### config.mk
export PLATFORM = sky130hd
export DESIGN_NAME = cancid_stream_ctx
export DESIGN_NICKNAME = d
export VERILOG_FILES = /design/src/rtl/cancid_stream_ctx.sv
export SDC_FILE = /design/constraint.sdc
export NUM_CORES = 2
export LEC_CHECK = 0
export BUFFER_PORTS_ARGS = -buffer_cell sky130_fd_sc_hd__buf_2
export CORE_MARGIN = 2
export CORE_UTILIZATION = 60
export DETAILED_ROUTE_END_ITERATION = 7
export PLACE_DENSITY = 0.76
export REMOVE_ABC_BUFFERS = 1
export SLEW_MARGIN = 20
export SYNTH_ARGS = -nofsm -noshare
export SYNTH_HDL_FRONTEND = slang
export SYNTH_SLANG_ARGS = --single-unit
### constraint.sdc
create_clock -name clk -period 10.8 [get_ports clk]
set_clock_uncertainty 0.2 [all_clocks]
set_input_delay 1.08 -clock clk [delete_from_list [all_inputs] [get_ports clk]]
set_output_delay 1.08 -clock clk [all_outputs]
set_load 0.01 [all_outputs]
### src/rtl/cancid_stream_ctx.sv
// Per-stream DFA context save/restore and match counting for one regex category engine.
// Optional clear sweep (clear_req/busy) is built only when CANCID_CTX_CLEAR_EN is defined.
//
// state  | meaning
// IDLE   | no packet in flight
// LOAD   | restored engine state presented for one cycle
// ACTIVE | engine consuming packet bytes; eop commits
module cancid_stream_ctx #(
  parameter int STATE_W     = 11,
  parameter int NUM_STREAMS = 64,
  parameter int SID_W       = 6,
  parameter int CNT_W       = 16
) (
  input  logic               clk,
  input  logic               rst,
  input  logic               sop,
  input  logic [SID_W-1:0]   stream_id,
  input  logic               new_stream_id,
  input  logic               enable,
  input  logic               eop,
  output logic [STATE_W-1:0] eng_state_in,
  output logic               eng_state_in_vld,
  input  logic [STATE_W-1:0] eng_state_out,
  input  logic               eng_accept,
  output logic               match,
  output logic               fired,
  input  logic [SID_W-1:0]   rd_sid,
  output logic [CNT_W-1:0]   rd_count,
  output logic [CNT_W-1:0]   total_count,
`ifdef CANCID_CTX_CLEAR_EN
  input  logic               clear_req,
`endif
  output logic               busy
);

  localparam logic [1:0] S_IDLE   = 2'd0;
  localparam logic [1:0] S_LOAD   = 2'd1;
  localparam logic [1:0] S_ACTIVE = 2'd2;
  localparam logic [CNT_W-1:0] CNT_MAX = '1;

  logic [1:0]         state_q, state_d;
  logic [SID_W-1:0]   cur_sid_q, cur_sid_d;
  logic               cur_en_q, cur_en_d;
  logic               cur_new_q, cur_new_d;
  logic               match_q, match_d;
  logic               fired_q, fired_d;
  logic [CNT_W-1:0]   total_q, total_d;
  logic [CNT_W-1:0]   rd_count_q, rd_count_d;

  logic [STATE_W-1:0] state_mem [NUM_STREAMS];
  logic [CNT_W-1:0]   cnt_q [NUM_STREAMS];

  logic               mem_we;
  logic [SID_W-1:0]   mem_waddr;
  logic [STATE_W-1:0] mem_wdata;
  logic               cnt_we;
  logic [SID_W-1:0]   cnt_waddr;
  logic [CNT_W-1:0]   cnt_wdata;
  logic               start_load;
  logic               commit;
  logic               hit;
  logic               sweep_block;

`ifdef CANCID_CTX_CLEAR_EN
  logic               busy_q, busy_d;
  logic [SID_W-1:0]   sweep_idx_q, sweep_idx_d;
  logic               sweep_start;

  // The FSM is parked in IDLE for the whole sweep, so commits never collide with it.
  assign sweep_start = clear_req && (state_q == S_IDLE) && !busy_q;
  assign sweep_block = busy_q || sweep_start;
  assign busy        = busy_q;

  always_comb begin
    busy_d      = busy_q;
    sweep_idx_d = sweep_idx_q;
    if (sweep_start) begin
      busy_d      = 1'b1;
      sweep_idx_d = '0;
    end else if (busy_q) begin
      sweep_idx_d = sweep_idx_q + SID_W'(1);
      if (sweep_idx_q == SID_W'(NUM_STREAMS - 1)) busy_d = 1'b0;
    end
  end

  always_ff @(posedge clk) begin
    if (rst) begin
      busy_q      <= 1'b0;
      sweep_idx_q <= '0;
    end else begin
      busy_q      <= busy_d;
      sweep_idx_q <= sweep_idx_d;
    end
  end
`else
  assign sweep_block = 1'b0;
  assign busy        = 1'b0;
`endif

  assign hit = match_q || eng_accept;

  always_comb begin
    state_d    = state_q;
    cur_sid_d  = cur_sid_q;
    cur_en_d   = cur_en_q;
    cur_new_d  = cur_new_q;
    match_d    = match_q;
    fired_d    = 1'b0;
    total_d    = total_q;
    start_load = 1'b0;
    commit     = 1'b0;
    mem_we     = 1'b0;
    mem_waddr  = cur_sid_q;
    mem_wdata  = eng_state_out;
    cnt_we     = 1'b0;
    cnt_waddr  = cur_sid_q;
    cnt_wdata  = cnt_q[cur_sid_q] + CNT_W'(1);

    case (state_q)
      S_IDLE: begin
        if (sop && !sweep_block) start_load = 1'b1;
      end
      S_LOAD: begin
        state_d = S_ACTIVE;
        if (eng_accept) match_d = 1'b1;
      end
      S_ACTIVE: begin
        if (eng_accept) match_d = 1'b1;
        if (eop) begin
          commit  = 1'b1;
          match_d = 1'b0;
          state_d = S_IDLE;
        end
        if (sop) start_load = 1'b1;
      end
      default: state_d = S_IDLE;
    endcase

    // sop without eop in ACTIVE lands here without commit: the old packet is aborted.
    if (start_load) begin
      state_d   = S_LOAD;
      cur_sid_d = stream_id;
      cur_en_d  = enable;
      cur_new_d = new_stream_id;
      match_d   = 1'b0;
    end

    if (commit && cur_en_q) begin
      mem_we = 1'b1;
      if (hit) begin
        fired_d = 1'b1;
        cnt_we  = (cnt_q[cur_sid_q] != CNT_MAX);
        if (total_q != CNT_MAX) total_d = total_q + CNT_W'(1);
      end
    end

`ifdef CANCID_CTX_CLEAR_EN
    if (busy_q) begin
      mem_we    = 1'b1;
      mem_waddr = sweep_idx_q;
      mem_wdata = '0;
      cnt_we    = 1'b1;
      cnt_waddr = sweep_idx_q;
      cnt_wdata = '0;
      if (sweep_idx_q == '0) total_d = '0;
    end
`endif

    // Sampled before this edge's counter write, so a same-sid read sees the old value.
    rd_count_d = cnt_q[rd_sid];
  end

  always_ff @(posedge clk) begin
    if (rst) begin
      state_q    <= S_IDLE;
      cur_sid_q  <= '0;
      cur_en_q   <= 1'b0;
      cur_new_q  <= 1'b0;
      match_q    <= 1'b0;
      fired_q    <= 1'b0;
      total_q    <= '0;
      rd_count_q <= '0;
    end else begin
      state_q    <= state_d;
      cur_sid_q  <= cur_sid_d;
      cur_en_q   <= cur_en_d;
      cur_new_q  <= cur_new_d;
      match_q    <= match_d;
      fired_q    <= fired_d;
      total_q    <= total_d;
      rd_count_q <= rd_count_d;
    end
  end

  always_ff @(posedge clk) begin
    if (rst) begin
      for (int i = 0; i < NUM_STREAMS; i++) cnt_q[i] <= '0;
    end else if (cnt_we) begin
      cnt_q[cnt_waddr] <= cnt_wdata;
    end
  end

  // State RAM is deliberately not reset; new_stream_id masks stale contents.
  always_ff @(posedge clk) begin
    if (mem_we) state_mem[mem_waddr] <= mem_wdata;
  end

  assign eng_state_in_vld = (state_q == S_LOAD);
  assign eng_state_in     = (state_q == S_LOAD && !cur_new_q) ? state_mem[cur_sid_q] : '0;
  assign match            = match_q;
  assign fired            = fired_q;
  assign rd_count         = rd_count_q;
  assign total_count      = total_q;

endmodule

==> metrics.md <==
| Metric | Value |
|---|---|
| Main synth FF type | `edfxtp_1` |
| Worst path bufs/invs | `1` |
| Sw frac | `26.0%` |
| RSZ-0062 raised after global routing | `no` |
| Top-area cell type share of the netlist area | `61.4%` |
| Routability cong. | `1.05` |
| Site row count | `137` |
| Pre-CTS setup slack | `3.38 ns` |
| Cells after synthesis | `4920` |
| Die area | `144000 um2` |
| Core area | `140000 um2` |
| Switching power of the nets | `4.17 mW` |
| Worst Hold Path Cells | `2` |
| Wire per inst | `39.1 um` |
| Worst path cell trace | `buf_12, mux4_2, mux2i_1, a221oi_1, a22oi_1, a211oi_4, nand3_2, o31ai_4, nand2b_1` |
| Via count | `51700` |
| Final Hold Vio Count | `0` |
| Post-synthesis sequential area ratio | `62.6%` |
| Unique cell type count in the Yosys netlist | `81` |
| Die Wd | `379 um` |
| Final setup vio count | `0` |
| Final min period | `7.63 ns` |
| Count of non-filler cells in the finished layout | `6762` |
| Slew at the pin with the worst max-slew slack | `1.29 ns` |
| Clock power frac | `39.3%` |
| CTS HTree Levels | `4` |
| Crit path max fanout | `101` |
| Seq cells post-synth | `1778` |
| WP data arrival | `7.75 ns` |
| Root Driver | `clkbuf_16` |
| Reg clk slew, reported paths | `0.06 ns` |
| Commonest non-fill, non-tap cell in the layout | `edfxtp_1` |
| Port bufs | `75` |
| R2r worst-path depth | `9` |
| Final wirelength | `264000 um` |
| Critical path class | `reg -> reg` |
| CP top delay family | `compound AO/OA/AOI/OAI gates` |
| VDD IR max | `0.000225 V` |
| Hold_ws | `0.253 ns` |
| CP max stage delay | `1.16 ns` |
| First-pass GRT wire length | `377000 um` |
| Status | `completed` |
| Vias in the first global route | `51000` |
| GRT Resource Usage Total | `37.5%` |
| Num ports | `77` |
| Setup Buffers After CTS | `0` |
| Max Clock Freq | `0.131 GHz` |
| GRT overflow | `0` |
| Dpl cells | `6429` |
| Logic pwr share | `12.0%` |
| Gates resized, CTS repair | `0` |
| Post-route clock period utilization | `70.6%` |
| Pin count of the biggest net entering global routing | `141` |
| Initial Utilization | `60.5%` |
| Min setup slack post-route | `3.17 ns` |
| Slowest CP cell | `o31ai_4` |
| Commonest non-fill, non-tap cells in the layout | `1728 x edfxtp_1, 824 x mux4_2, 537 x nor3_1` |
| Syn Area/Cell | `17.2 um2` |
| CTS tree | `yes` |
| Final Slew Violations | `0` |
| Final Core Density | `65.8%` |
| CP endpoint kind | `flip-flop` |
| Slew HR | `13.2%` |
| Final TNS setup | `0 ns` |
| Total of max-cap violations | `0` |
| Initial DRC count | `8221` |
| Drt pass-1 iters | `7` |
| Nets | `4769` |
| Clock latency on the worst-skew pair | `0.83 ns` |
| Int Power | `11.9 mW` |
| Synth-to-layout area growth | `8.77%` |
| Reg power frac | `48.7%` |
| Hold/Removal Path Class | `reg -> reg` |
| Top post-synthesis cells by area | `edfxtp_1 61%, mux4_2 22%, nor3_1 3.2%` |
| EDFF count, synth | `1728` |
| CP required | `10.92 ns` |
| Share of layout cells above drive strength 1 | `30.0%` |
| Post-cts hold buffer count | `0` |
| Cell taking the most area after synthesis | `edfxtp_1` |
| Via/cell ratio | `7.65` |
| CTS sink cnt | `1778` |
| Initial antenna violation count | `17` |
| Cell Area, Synth | `84500 um2` |
| DP HPWL | `160000 um` |
| Die H | `379 um` |
| Pwr dens | `174 nW/um2` |
| Drt drc | `0` |
| Async set or reset register ratio after synthesis | `0%` |
| Clock buffer count from CTS | `177` |
| Worst-case clock buffer depth | `3` |
| Critical Path Start Type | `flip-flop` |
| Critical Path Stages | `9` |
| Yosys warns | `0` |
| Static leakage | `28.5 nW` |
| DRT antenna net count | `0` |
[power groups by stage]
| stage | clock (mW) | combinational (mW) | sequential [mW] |
|---|---|---|---|
| 2_1_floorplan | 0 | 1.16 | 7.98 |
| 3_3_place_gp | 0 | 1.81 | 7.93 |
| 3_5_place_dp | 0 | 1.83 | 7.94 |
| 4_1_cts | 6.29 | 1.85 | 7.80 |
| 5_1_grt | 6.54 | 1.93 | 7.81 |
| 6_report | 6.29 | 1.93 | 7.80 |
[kinds of logic (layout without fill, tap and decap cells)]
| group | count (synthesis) | after routing | share of synthesized area (%) |
|---|---|---|---|
| flip-flops | 1778 | 1778 | 62.6 |
| XOR/XNOR | 17 | 17 | 0.176 |
| AND/OR/NAND/NOR | 1374 | 1374 | 8.10 |
| AO/OA/AOI/OAI | 295 | 295 | 3.08 |
| buffers and inverters | 572 | 533 | 3.38 |
| multiplexers | 878 | 878 | 22.6 |
| other | 1 | 6 | 0.00444 |
| adder cells (fa/ha/maj) | 5 | 5 | 0.0740 |
[flip-flops by register name (all words and copies together) (netlist names), named ones only]
name,cells
cnt_q,1024
state_mem,704
rd_count,16
total_count,16
cnt_waddr,6
state_q,2
cur_en_q,1
cur_new_q,1
fired,1
match,1
[through the flow]
stage / power, mW / cell area (um2)
floorplan: 9.14 / 81700
global placement: 9.75 / 85800
global route: 16.3 / 91900
finish: 16.0 / 91900
CTS: 15.9 / 91700
detailed placement: 9.78 / 85900
[worst register-to-register path, stage by stage (launching register included)]
cell,delay [ns]
dfxtp_4,0.98
buf_12,0.64
mux4_2,0.53
mux2i_1,0.21
a221oi_1,0.79
a22oi_1,0.43
a211oi_4,0.49
nand3_2,0.84
o31ai_4,1.17
nand2b_1,0.84
[Yosys cell counts (21+ instances only)]
cell type  count
edfxtp_1    1728
o31ai_4       21
nor2b_1       41
nor2_1       381
buf_2        130
nand3_1       35
a21oi_1       64
clkbuf_1     294
nor4_1       183
a211oi_2      32
nor3_1       537
buf_6         27
dfxtp_1       50
buf_4         21
nand2_1       75
or3_1         25
mux2i_1       47
o21bai_1      37
nand2b_1      41
buf_1         66
mux4_2       824
a22oi_1       38
[final timing paths]
kind | start | end | slack, ns
worst max register to register | flip-flop | cnt_q[26][6] | 3.17
worst min register to register | cur_new_q | cur_new_q | 0.25
worst min-delay path | cur_new_q | cur_new_q | 0.25
worst max-delay path | flip-flop | cnt_q[26][6] | 3.17
[layer usage]
metal	routed length (um)	vias up	part of all wire [%]	track usage, %
met1	84400	26200	32	47.2
met4	23000	24	8.7	25.7
met5	261	-	0.099	0
li1	-	20000	-	-
met3	34600	1009	13	10.7
met2	122000	4514	46	57.0
[area by class of cell]
type | instances | area [um2]
timing repair buffer | 193 | 1490
tap | 1876 | 2350
fill | 9112 | 47800
clock inverter | 126 | 1340
sequential | 1778 | 52900
multi-input combinational | 2570 | 29300
clock buffer | 200 | 4530
inverter | 14 | 55.1
antenna | 5 | 12.5
Power figures use the tool's default switching activity.
